<file path="src/rtl/nvdla_dbb_rd_bridge_pkg.sv">
// Shared types and constants for the NVDLA DBB read bridge.
package nvdla_dbb_rd_bridge_pkg;

  // Default width of the NVDLA primary memory interface data beat.
  localparam int NVDLA_PRIMARY_MEMIF_WIDTH = 64;

  // Read bridge control states.
  typedef enum logic [1:0] {
    DBB_RD_IDLE      = 2'd0,
    DBB_RD_READ      = 2'd1,
    DBB_RD_WAIT_READ = 2'd2,
    DBB_RD_DATA      = 2'd3
  } state_dbb_rd_t;

  // Request and read-data flag bundles used at the wrapper boundary.
  typedef struct packed {
    logic [31:0] addr;
    logic [3:0]  len;
    logic [7:0]  id;
  } ctrl_dbb_req_t;

  typedef struct packed {
    logic       last;
    logic [7:0] id;
  } flags_dbb_rdat_t;

  // Byte address of one TCDM word inside a burst; wraps modulo 2^32.
  function automatic logic [31:0] dbb_word_addr(input logic [31:0] base,
                                                input logic [31:0] beat,
                                                input logic [31:0] word,
                                                input logic [31:0] beat_bytes);
    return base + (beat * beat_bytes) + (word << 2);
  endfunction

endpackage

</file>
<file path="src/rtl/nvdla_dbb_rd_bridge_if.sv">
// DBB read request/data channels plus the TCDM master port of the read bridge.
interface nvdla_dbb_rd_bridge_if
  import nvdla_dbb_rd_bridge_pkg::*;
#(
  parameter int MEMIF_WIDTH = NVDLA_PRIMARY_MEMIF_WIDTH
) ();

  // DBB read request channel
  logic                   rd_req_valid_i;
  logic                   rd_req_ready_o;
  logic [31:0]            rd_req_addr_i;
  logic [3:0]             rd_req_len_i;
  logic [7:0]             rd_req_id_i;

  // DBB read data channel
  logic                   rd_dat_valid_o;
  logic                   rd_dat_ready_i;
  logic [MEMIF_WIDTH-1:0] rd_dat_data_o;
  logic                   rd_dat_last_o;
  logic [7:0]             rd_dat_id_o;

  // TCDM port
  logic                   tcdm_req_o;
  logic                   tcdm_gnt_i;
  logic [31:0]            tcdm_add_o;
  logic                   tcdm_wen_o;
  logic [3:0]             tcdm_be_o;
  logic [31:0]            tcdm_data_o;
  logic                   tcdm_r_valid_i;
  logic [31:0]            tcdm_r_data_i;

  // Bridge side: serves DBB reads, issues TCDM reads.
  modport slave (
    input  rd_req_valid_i, rd_req_addr_i, rd_req_len_i, rd_req_id_i,
    output rd_req_ready_o,
    output rd_dat_valid_o, rd_dat_data_o, rd_dat_last_o, rd_dat_id_o,
    input  rd_dat_ready_i,
    output tcdm_req_o, tcdm_add_o, tcdm_wen_o, tcdm_be_o, tcdm_data_o,
    input  tcdm_gnt_i, tcdm_r_valid_i, tcdm_r_data_i
  );

  // Environment side: NVDLA read client and TCDM memory.
  modport master (
    output rd_req_valid_i, rd_req_addr_i, rd_req_len_i, rd_req_id_i,
    input  rd_req_ready_o,
    input  rd_dat_valid_o, rd_dat_data_o, rd_dat_last_o, rd_dat_id_o,
    output rd_dat_ready_i,
    input  tcdm_req_o, tcdm_add_o, tcdm_wen_o, tcdm_be_o, tcdm_data_o,
    output tcdm_gnt_i, tcdm_r_valid_i, tcdm_r_data_i
  );

endinterface

</file>
<file path="src/rtl/nvdla_dbb_rd_bridge.sv">
// NVDLA DBB read bridge: one burst at a time, each beat assembled from
// sequential 32-bit TCDM reads, then returned on the DBB read-data channel.
module nvdla_dbb_rd_bridge
  import nvdla_dbb_rd_bridge_pkg::*;
#(
  parameter int MEMIF_WIDTH = NVDLA_PRIMARY_MEMIF_WIDTH
) (
  input  logic                  clk_i,
  input  logic                  rst_i,
  input  logic                  enable_i,
  nvdla_dbb_rd_bridge_if.slave  bus,
  output logic                  busy_o,
  output logic                  done_o
);

  localparam int WORDS_PER_BEAT = MEMIF_WIDTH / 32;
  localparam int WCNT_W         = (WORDS_PER_BEAT > 1) ? $clog2(WORDS_PER_BEAT) : 1;
  localparam int BEAT_BYTES     = MEMIF_WIDTH / 8;
  localparam logic [WCNT_W-1:0] WCNT_LAST = WCNT_W'(WORDS_PER_BEAT - 1);

  state_dbb_rd_t     state_r;
  state_dbb_rd_t     state_s;
  logic [31:0]       base_r;
  logic [3:0]        len_r;
  logic [7:0]        id_r;
  logic [3:0]        beat_cnt_r;
  logic [WCNT_W-1:0] word_cnt_r;
  logic [31:0]       beat_buf_r [WORDS_PER_BEAT];
  logic              done_r;

  logic              req_hs_s;
  logic              word_last_s;
  logic              beat_last_s;

  assign req_hs_s    = (state_r == DBB_RD_IDLE) && enable_i && bus.rd_req_valid_i;
  assign word_last_s = (word_cnt_r == WCNT_LAST);
  assign beat_last_s = (beat_cnt_r == len_r);

  // State register.
  always_ff @(posedge clk_i) begin
    if (rst_i) begin
      state_r <= DBB_RD_IDLE;
    end else begin
      state_r <= state_s;
    end
  end

  // Next-state decode.
  always_comb begin
    state_s = state_r;
    case (state_r)
      DBB_RD_IDLE: begin
        if (req_hs_s) state_s = DBB_RD_READ;
        else          state_s = DBB_RD_IDLE;
      end
      DBB_RD_READ: begin
        if (bus.tcdm_gnt_i) state_s = DBB_RD_WAIT_READ;
        else                state_s = DBB_RD_READ;
      end
      DBB_RD_WAIT_READ: begin
        if (bus.tcdm_r_valid_i) begin
          if (word_last_s) state_s = DBB_RD_DATA;
          else             state_s = DBB_RD_READ;
        end else begin
          state_s = DBB_RD_WAIT_READ;
        end
      end
      DBB_RD_DATA: begin
        if (bus.rd_dat_ready_i) begin
          if (beat_last_s) state_s = DBB_RD_IDLE;
          else             state_s = DBB_RD_READ;
        end else begin
          state_s = DBB_RD_DATA;
        end
      end
      default: state_s = DBB_RD_IDLE;
    endcase
  end

  // Request latch, beat/word counters, beat buffer and completion pulse.
  always_ff @(posedge clk_i) begin
    if (rst_i) begin
      base_r     <= 32'd0;
      len_r      <= 4'd0;
      id_r       <= 8'd0;
      beat_cnt_r <= 4'd0;
      word_cnt_r <= '0;
      done_r     <= 1'b0;
      for (int i = 0; i < WORDS_PER_BEAT; i++) beat_buf_r[i] <= 32'd0;
    end else begin
      done_r <= (state_r == DBB_RD_DATA) && bus.rd_dat_ready_i && beat_last_s;
      case (state_r)
        DBB_RD_IDLE: begin
          if (req_hs_s) begin
            // TCDM is word addressed: the byte offset is dropped.
            base_r     <= bus.rd_req_addr_i & 32'hFFFF_FFFC;
            len_r      <= bus.rd_req_len_i;
            id_r       <= bus.rd_req_id_i;
            beat_cnt_r <= 4'd0;
            word_cnt_r <= '0;
          end
        end
        DBB_RD_WAIT_READ: begin
          if (bus.tcdm_r_valid_i) begin
            beat_buf_r[word_cnt_r] <= bus.tcdm_r_data_i;
            if (word_last_s) word_cnt_r <= '0;
            else             word_cnt_r <= word_cnt_r + 1'b1;
          end
        end
        DBB_RD_DATA: begin
          if (bus.rd_dat_ready_i && !beat_last_s) beat_cnt_r <= beat_cnt_r + 4'd1;
        end
        default: ;
      endcase
    end
  end

  // Beat data packing: word 0 lands in the least significant lane.
  always_comb begin
    bus.rd_dat_data_o = '0;
    for (int i = 0; i < WORDS_PER_BEAT; i++) begin
      bus.rd_dat_data_o[i*32 +: 32] = beat_buf_r[i];
    end
  end

  // Ready is suppressed while reset is applied so nothing looks accepted.
  assign bus.rd_req_ready_o = (state_r == DBB_RD_IDLE) && enable_i && !rst_i;
  assign bus.rd_dat_valid_o = (state_r == DBB_RD_DATA);
  assign bus.rd_dat_last_o  = (state_r == DBB_RD_DATA) && beat_last_s;
  assign bus.rd_dat_id_o    = id_r;

  assign bus.tcdm_req_o  = (state_r == DBB_RD_READ);
  assign bus.tcdm_add_o  = dbb_word_addr(base_r, 32'(beat_cnt_r), 32'(word_cnt_r),
                                         32'(BEAT_BYTES));
  assign bus.tcdm_wen_o  = 1'b1;
  assign bus.tcdm_be_o   = 4'hF;
  assign bus.tcdm_data_o = 32'd0;

  assign busy_o = (state_r != DBB_RD_IDLE);
  assign done_o = done_r;

endmodule
</file>
<file path="src/flat_wrapper.sv">
// flat-port wrapper written by rule: the top's interface ports become plain ports
module nvdla_dbb_rd_bridge_flat import nvdla_dbb_rd_bridge_pkg::*;
#(
  parameter int MEMIF_WIDTH = NVDLA_PRIMARY_MEMIF_WIDTH
)
  (clk_i, rst_i, enable_i, busy_o, done_o, bus_rd_req_valid_i, bus_rd_req_addr_i, bus_rd_req_len_i, bus_rd_req_id_i, bus_rd_req_ready_o, bus_rd_dat_valid_o, bus_rd_dat_data_o, bus_rd_dat_last_o, bus_rd_dat_id_o, bus_rd_dat_ready_i, bus_tcdm_req_o, bus_tcdm_add_o, bus_tcdm_wen_o, bus_tcdm_be_o, bus_tcdm_data_o, bus_tcdm_gnt_i, bus_tcdm_r_valid_i, bus_tcdm_r_data_i);
  nvdla_dbb_rd_bridge_if #(.MEMIF_WIDTH(MEMIF_WIDTH)) bus_i ();
  input  logic clk_i;
  input  logic rst_i;
  input  logic enable_i;
  output logic busy_o;
  output logic done_o;
  input wire logic [$bits(bus_i.rd_req_valid_i)-1:0] bus_rd_req_valid_i;
  input wire logic [$bits(bus_i.rd_req_addr_i)-1:0] bus_rd_req_addr_i;
  input wire logic [$bits(bus_i.rd_req_len_i)-1:0] bus_rd_req_len_i;
  input wire logic [$bits(bus_i.rd_req_id_i)-1:0] bus_rd_req_id_i;
  output wire logic [$bits(bus_i.rd_req_ready_o)-1:0] bus_rd_req_ready_o;
  output wire logic [$bits(bus_i.rd_dat_valid_o)-1:0] bus_rd_dat_valid_o;
  output wire logic [$bits(bus_i.rd_dat_data_o)-1:0] bus_rd_dat_data_o;
  output wire logic [$bits(bus_i.rd_dat_last_o)-1:0] bus_rd_dat_last_o;
  output wire logic [$bits(bus_i.rd_dat_id_o)-1:0] bus_rd_dat_id_o;
  input wire logic [$bits(bus_i.rd_dat_ready_i)-1:0] bus_rd_dat_ready_i;
  output wire logic [$bits(bus_i.tcdm_req_o)-1:0] bus_tcdm_req_o;
  output wire logic [$bits(bus_i.tcdm_add_o)-1:0] bus_tcdm_add_o;
  output wire logic [$bits(bus_i.tcdm_wen_o)-1:0] bus_tcdm_wen_o;
  output wire logic [$bits(bus_i.tcdm_be_o)-1:0] bus_tcdm_be_o;
  output wire logic [$bits(bus_i.tcdm_data_o)-1:0] bus_tcdm_data_o;
  input wire logic [$bits(bus_i.tcdm_gnt_i)-1:0] bus_tcdm_gnt_i;
  input wire logic [$bits(bus_i.tcdm_r_valid_i)-1:0] bus_tcdm_r_valid_i;
  input wire logic [$bits(bus_i.tcdm_r_data_i)-1:0] bus_tcdm_r_data_i;
  assign bus_i.rd_req_valid_i = bus_rd_req_valid_i;
  assign bus_i.rd_req_addr_i = bus_rd_req_addr_i;
  assign bus_i.rd_req_len_i = bus_rd_req_len_i;
  assign bus_i.rd_req_id_i = bus_rd_req_id_i;
  assign bus_rd_req_ready_o = bus_i.rd_req_ready_o;
  assign bus_rd_dat_valid_o = bus_i.rd_dat_valid_o;
  assign bus_rd_dat_data_o = bus_i.rd_dat_data_o;
  assign bus_rd_dat_last_o = bus_i.rd_dat_last_o;
  assign bus_rd_dat_id_o = bus_i.rd_dat_id_o;
  assign bus_i.rd_dat_ready_i = bus_rd_dat_ready_i;
  assign bus_tcdm_req_o = bus_i.tcdm_req_o;
  assign bus_tcdm_add_o = bus_i.tcdm_add_o;
  assign bus_tcdm_wen_o = bus_i.tcdm_wen_o;
  assign bus_tcdm_be_o = bus_i.tcdm_be_o;
  assign bus_tcdm_data_o = bus_i.tcdm_data_o;
  assign bus_i.tcdm_gnt_i = bus_tcdm_gnt_i;
  assign bus_i.tcdm_r_valid_i = bus_tcdm_r_valid_i;
  assign bus_i.tcdm_r_data_i = bus_tcdm_r_data_i;
  nvdla_dbb_rd_bridge #(.MEMIF_WIDTH(MEMIF_WIDTH)) u_core (.clk_i(clk_i), .rst_i(rst_i), .enable_i(enable_i), .bus(bus_i), .busy_o(busy_o), .done_o(done_o));
endmodule
</file>
<file path="config.mk">
export PLATFORM = sky130hd
export DESIGN_NAME = nvdla_dbb_rd_bridge_flat
export DESIGN_NICKNAME = d
export VERILOG_FILES = /design/src/rtl/nvdla_dbb_rd_bridge_pkg.sv /design/src/rtl/nvdla_dbb_rd_bridge_if.sv /design/src/rtl/nvdla_dbb_rd_bridge.sv /design/src/flat_wrapper.sv
export SDC_FILE = /design/constraint.sdc
export NUM_CORES = 1
export LEC_CHECK = 0
export BUFFER_PORTS_ARGS = -buffer_cell sky130_fd_sc_hd__buf_2
export CORE_MARGIN = 4
export CORE_UTILIZATION = 45
export DETAILED_ROUTE_END_ITERATION = 8
export HOLD_SLACK_MARGIN = 0.06
export PLACE_DENSITY_LB_ADDON = 0.08
export SYNTH_ARGS = -nofsm -noshare
export SYNTH_HDL_FRONTEND = slang
export SYNTH_SLANG_ARGS = --single-unit
</file>
<file path="constraint.sdc">
create_clock -name clk_i -period 3.5 [get_ports clk_i]
set_input_delay 0.525 -clock clk_i [delete_from_list [all_inputs] [get_ports clk_i]]
set_output_delay 0.525 -clock clk_i [all_outputs]
set_load 0.02 [all_outputs]
</file>
==> results of run 1 <==
==> Yosys cell counts, drive strengths merged <==
master    n  area [um2]
nand2b    2       12.51
mux2i     4       40.04
and3      4       25.02
nor2b     6       37.54
and4      3       26.28
o2111ai   6       52.55
o31a      1       8.760
nand4b    1       8.760
and2     66       412.9
clkbuf   22       82.58
nand3     7       35.03
nand4     5       31.28
a211oi    7       52.55
xor2     13       113.9
dfxtp    50        1001
o21a      1       7.510
o21bai    1       7.510
inv       8       30.03
or2       2       12.51
a31oi     1       6.260
nor2      9       33.78
conb      2       7.510
ha        6       75.07
o211ai    3       22.52
a21o      1       7.510
nand3b    1       7.510
nand2    97       364.1
nor3      2       10.01
edfxtp   64        1922
fa        1       20.02
buf      44       312.8
a2111oi   5       68.82
nor4bb    1       10.01
o21ai     7       35.03
a21oi    51       255.2
xnor2    18       157.7
or3       4       25.02
nor3b     2       15.01
==> path summary, 6_finish.rpt <==
| check | slack, ps | end | cells after the start | from |
|---|---|---|---|---|
| worst max-delay path | 390 | bus_tcdm_add_o[15] | 6 | u_core.beat_cnt_r[0] |
| worst min-delay path | 350 | u_core.base_r[18] | 3 | bus_rd_req_addr_i[18] |
| worst max register to register | 1240 | u_core.beat_buf_r[1][28] | 6 | u_core.state_r[1] |
| worst min register to register | 450 | u_core.bus.rd_dat_id_o[7] | 2 | u_core.bus.rd_dat_id_o[7] |
==> placed cells by master, fill, tap and decap left out, types with 2 or more instances in the layout <==
master	netlist	layout
edfxtp_1	64	64
nand4_1	5	5
clkinv_1	0	3
nand2_1	97	97
nor2_1	9	9
clkinv_2	0	4
and4_1	3	3
xor2_1	13	13
o211ai_1	3	3
a21oi_1	51	51
inv_1	8	8
nand3_1	7	6
nor2b_1	6	6
bufinv_16	0	4
buf_2	1	188
o2111ai_1	6	6
or2_1	2	2
mux2i_1	4	4
and2_1	66	66
o21ai_1	5	5
dfxtp_1	50	50
ha_1	6	6
nand2b_1	2	2
a211oi_1	7	7
clkbuf_16	0	17
buf_4	39	9
xnor2_1	18	18
o21ai_0	2	2
conb_1	2	39
and3_1	4	4
a2111oi_2	4	4
or3_1	4	4
==> cell families after synthesis <==
group           count (synthesis)  synth area share, %
simple gates                  212                19.93
flops                         114                54.59
compound gates                 84                9.792
buf+inv                        74                7.946
xor+xnor                       31                5.071
fa+ha+maj                       7                1.776
mux                             4               0.7479
other cells                     2               0.1403
==> worst max-delay path, cell delays in order (launching register included) <==
cell	delay, ps
dfxtp_1	370
ha_1	310
a21oi_1	80
nand4b_1	400
a2111oi_0	610
xor2_1	210
buf_2	190
==> sequential cells by signal, summed over array words and instances, names as in the netlist <==
name / flops
u_core.base_r: 30
u_core.beat_buf_r: 64
u_core.beat_cnt_r: 4
u_core.bus.rd_dat_id_o: 8
u_core.done_o: 1
u_core.len_r: 4
u_core.state_r: 2
u_core.word_cnt_r: 1
==> metrics by stage <==
step,hold WS (ps),total power [mW],cell area [um2]
after floorplan,440.0,1.773,5493
after global placement,439.8,1.877,6315
after detailed placement,451.7,1.882,6315
after CTS,336.1,3.634,6912
after global routing,341.8,3.739,6913
final,352.7,3.590,6913
==> timing repair <==
item	in CTS	in global routing
buffers inserted	0	0
resized for setup	0	1
endpoints found under the setup margin	0	3
==> routing by layer <==
metal  global-route usage (%)  vias to the layer above  share of wire (%)
met5                        0                        -                  0
met4                    7.875                        0                1.7
met3                    5.553                       16                7.5
met2                    31.78                      156                 49
met1                    23.29                     1987                 42
li1                         -                     2104                  -
==> power groups by stage <==
stage | registers [mW] | clock network [mW] | logic [mW]
finish | 1.51 | 1.74 | 0.348
global route | 1.51 | 1.85 | 0.382
CTS | 1.50 | 1.78 | 0.352
detailed placement | 1.53 | 0 | 0.350
global placement | 1.53 | 0 | 0.347
floorplan | 1.57 | 0 | 0.203
==> area by class of cell <==
type                    instances  area share (%)
well taps                     143           2.588
inverters                       8          0.4344
flip-flops and latches        114           42.28
clock buffers                  18           6.208
multi-input cells             377           31.48
clock inverters                13           2.425
repair buffers                197           14.59
==> results.yml, run 1 <==
hold_path:
  min_path_type: "in -> reg"
logic_synthesis:
  synthDistinctLibCells: 42
  syn_avg_cell_area_um2: 10.14
  synthCells: 528
  yosys_warnings: 0
  syn-cell-area_um2: 5354
  yosysSeqAreaShare_pct: 54.59
  ys_ff_latch: 114
power_and_ir_drop:
  ir_drop_mv: 0.3034
  p_leak_nw: 3.110
  power_density_nw_per_um2: 519.3
  power_frac_comb_pct: 9.7
  switching_share_pct: 23.30
  switchingPower_mw: 0.8363
  intPower_mw: 2.753
  pwr-share-seq_pct: 41.9
  pwr-share-clk_pct: 48.4
worst_setup_path:
  cp.required_ps: 2970
  crit_type: "reg -> out"
  crit_fanout: 6
  worstSetupStartpointType: "flop"
  crit_arrival_ps: 2580
  worst_setup_path_end_kind: "primary output"
sta:
  fin_skew_ps: 6.021
  fin_crit_ps: 3109
  final.period_utilization_pct: 88.84
  setup_tns_ps: 0
  max_slew.worst_pin.slew_ps: 890.5
  fmax_mhz: 321.6
  rsz0062_at_grt: "false"
  finalMaxSlewViolations: 0
  setup_viol: 0
  relSlewSlack_pct: 40.56
  setup_ws_ps: 390.6
  finalHoldViolCount: 0
cts:
  cts_tree: "done"
  numCtsBuffers: 17
  cts_buffer_depth: 2
  clkTransAtPathRegs_ps: 50
  worstSkewPairLatency_ps: 410
  cts-root-buf: "clkbuf_16"
  cts.hold.buffers_added: 0
  clkSinkCount: 114
  cts_max_level: 4
placement:
  io_buffer_count: 188
  place_congestion: 0.8113
  hpwl_mm: 9.339
  place_ws_ps: 675.8
  dp_cells: 839
route:
  first_pass_iters: 4
  routed_wirelength_mm: 13.10
  final_antenna_net_count: 0
  post_drt_wl_per_cell_um: 15.06
  viasPerCell: 4.900
  route.detailed.drc: 0
  routed-via-count: 4263
  drt-initial-drc-count: 220
global_routing:
  track_usage_pct: 19.10
  grt_start_max_net_pins: 56
  grt_first_pass_wirelength_mm: 20.06
  grt_overflow_total: 0
  antenna_found_initial: 0
  grt_pass1_vias: 4070
job:
  maxCapViolations: 0
final_layout:
  antenna_cells: 0
  fin_util_pct: 60.03
  areaGrowthSynthToFinish_pct: 29.12
  layoutNonFillerInstCount: 870
  final-seq-area_um2: 2923
  multiInputGateArea_um2: 2176
  fin_nets: 805
  nFillCells: 1026
  drive_gt1_share_pct: 32.05
floorplan:
  die_y_um: 117.1
  pin_count: 230
  initial_utilization_pct: 46.49
  core_um2: 11520
  die_w_um: 117.1
  num_rows: 39
  die_area_um2: 13710
outcome:
  status: "finished, final reports clean"
Power figures use the tool's default switching activity.
==> run 2: changes to the inputs <==
==> constraint.sdc (replaced) <==
create_clock -name clk_i -period 3.15 [get_ports clk_i]
set_input_delay 0.4725 -clock clk_i [delete_from_list [all_inputs] [get_ports clk_i]]
set_output_delay 0.4725 -clock clk_i [all_outputs]
set_load 0.02 [all_outputs]
==> run 2 against run 1 <==
- global-route usage up 0.51 points
- total power up 5.0%
- final cell count up 0.80%
- combinational power up 13%
- clock power about the same
- routed wire length up 2.8%
- non-clock buffer count up 6
- design area about the same
- critical endpoint is now bus_tcdm_add_o[10]
- largest power group unchanged
- largest cell class unchanged
- utilization about the same
- first-iteration DRC count up 6.4%
==> results.yml, run 2 (synthesis results as in run 1) <==
outcome:
  status: "finished, final reports clean"
sta:
  relSlewSlack_pct: 64.67
  setup_viol: 0
  finalMaxSlewViolations: 0
  fin_skew_ps: 6.540
  max_slew.worst_pin.slew_ps: 529.9
  finalHoldViolCount: 0
  fmax_mhz: 335.2
  final.period_utilization_pct: 94.72
  setup_tns_ps: 0
  fin_crit_ps: 2984
route:
  drt-initial-drc-count: 234
  routed-via-count: 4292
  post_drt_wl_per_cell_um: 15.36
  first_pass_iters: 5
  final_antenna_net_count: 0
  viasPerCell: 4.894
  route.detailed.drc: 0
  routed_wirelength_mm: 13.47
final_layout:
  mostFrequentLayoutCells: "buf_2 (188), nand2_1 (97), and2_1 (66), edfxtp_1 (64), a21oi_1 (51)"
  largest_register: "u_core.beat_buf_r"
  layoutNonFillerInstCount: 877
  mostFrequentLayoutCell: "buf_2"
  antenna_cells: 0
  fin_util_pct: 60.01
  postLayoutCellArea_um2: 6910
  drive_gt1_share_pct: 32.43
  largest_reg_flops: 64
  fin_nets: 811
  areaGrowthSynthToFinish_pct: 29.07
worst_setup_path:
  worst_path_largest_cell_delay_ps: 410
  worstSetupStartpointType: "flop"
  cp.required_ps: 2680
  cp_cell_sequence: "ha_1, inv_1, fa_1, nor2b_1, o31a_4, o2111ai_1, xnor2_1, buf_2"
  cp_num_buf_inv: 2
  critPathSlowestCell: "dfxtp_1"
  crit_arrival_ps: 2510
  worst_setup_path_end_kind: "primary output"
  crit_family: "adder cells"
  crit_fanout: 13
  crit_type: "reg -> out"
placement:
  io_buffer_count: 188
  hpwl_mm: 9.721
  dpl-instance-area_um2: 6357
  place_congestion: 0.8130
  dp_cells: 843
cts:
  worstSkewPairLatency_ps: 400
  cts_tree: "done"
  cts.hold.buffers_added: 0
  cts_buffer_depth: 2
  cts_max_level: 4
  numCtsBuffers: 17
  cts-root-buf: "clkbuf_16"
  clkSinkCount: 114
  clkTransAtPathRegs_ps: 50
global_routing:
  met1_usage_pct: 22.50
  grt_first_pass_wirelength_mm: 20.48
  grt_start_max_net_pins: 48
  grt_pass1_vias: 4163
  busiest_layer: "met2"
  gr-usage-met2_pct: 34.40
  grt_util_met3_pct: 7.506
  track_usage_pct: 19.61
  grt_overflow_total: 0
  antenna_found_initial: 0
floorplan:
  num_rows: 39
  die_area_um2: 13710
  die_w_um: 117.1
  die_y_um: 117.1
  initial_utilization_pct: 46.49
  core_um2: 11520
  pin_count: 230
power_and_ir_drop:
  p_total_mw: 3.769
  ir_drop_mv: 0.3120
  power_density_nw_per_um2: 545.5
  p_leak_nw: 3.106
job:
  maxCapViolations: 0
hold_path:
  min_path_type: "in -> reg"
[run 2: path summary, 6_finish.rpt]
path,start,to,slack [ps],cells past startpoint
worst max-delay path,u_core.word_cnt_r,bus_tcdm_add_o[10],170,8
worst min-delay path,bus_rd_req_addr_i[18],u_core.base_r[18],300,3
worst max register to register,u_core.state_r[1],u_core.beat_buf_r[1][21],1140,5
worst min register to register,u_core.bus.rd_dat_id_o[0],u_core.bus.rd_dat_id_o[0],450,2
[run 2: where the power goes]
group	internal, mW	switching (mW)	total, mW	leakage (nW)
clock	1.07	0.638	1.71	0.252
sequential	1.63	0.0404	1.67	1.07
combinational	0.129	0.263	0.392	1.78
total	2.83	0.942	3.77	3.11
[run 2: through the flow]
step	hold WS, ps	setup slack (ps)
finish	300.5	166.3
global route	286.7	-24.70
CTS	285.3	65.12
detailed placement	450.8	345.4
global placement	441.3	426.2
floorplan	440.0	537.1
[run 2: worst register-to-register path, delay by kind of cell (launching register included)]
| family | cells | cell delay, ps |
|---|---|---|
| simple gates | 4 | 950 |
| buf+inv | 1 | 240 |
| flops | 1 | 510 |
[run 2: layout make-up]
cell class,instances,area (um2)
clock buffers,20,436.7
clock inverters,12,92.59
fillers,1021,4606
inverters,8,30.03
multi-input cells,377,2183
flip-flops and latches,114,2923
well taps,143,178.9
repair buffers,203,1066
[run 2: metal layers]
metal	part of all wire, %	vias to the layer above	wire (um)
met5	0	-	0
met4	0.92	0	124
met3	9.0	13	1215
met2	50	179	6779
met1	40	1980	5352
li1	-	2120	-
[run 2: repair_timing]
action	4_1_cts	5_1_grt
resized for setup	1	1
hold endpoints to repair	0	0
endpoints found under the setup margin	11	19
buffers inserted	0	2
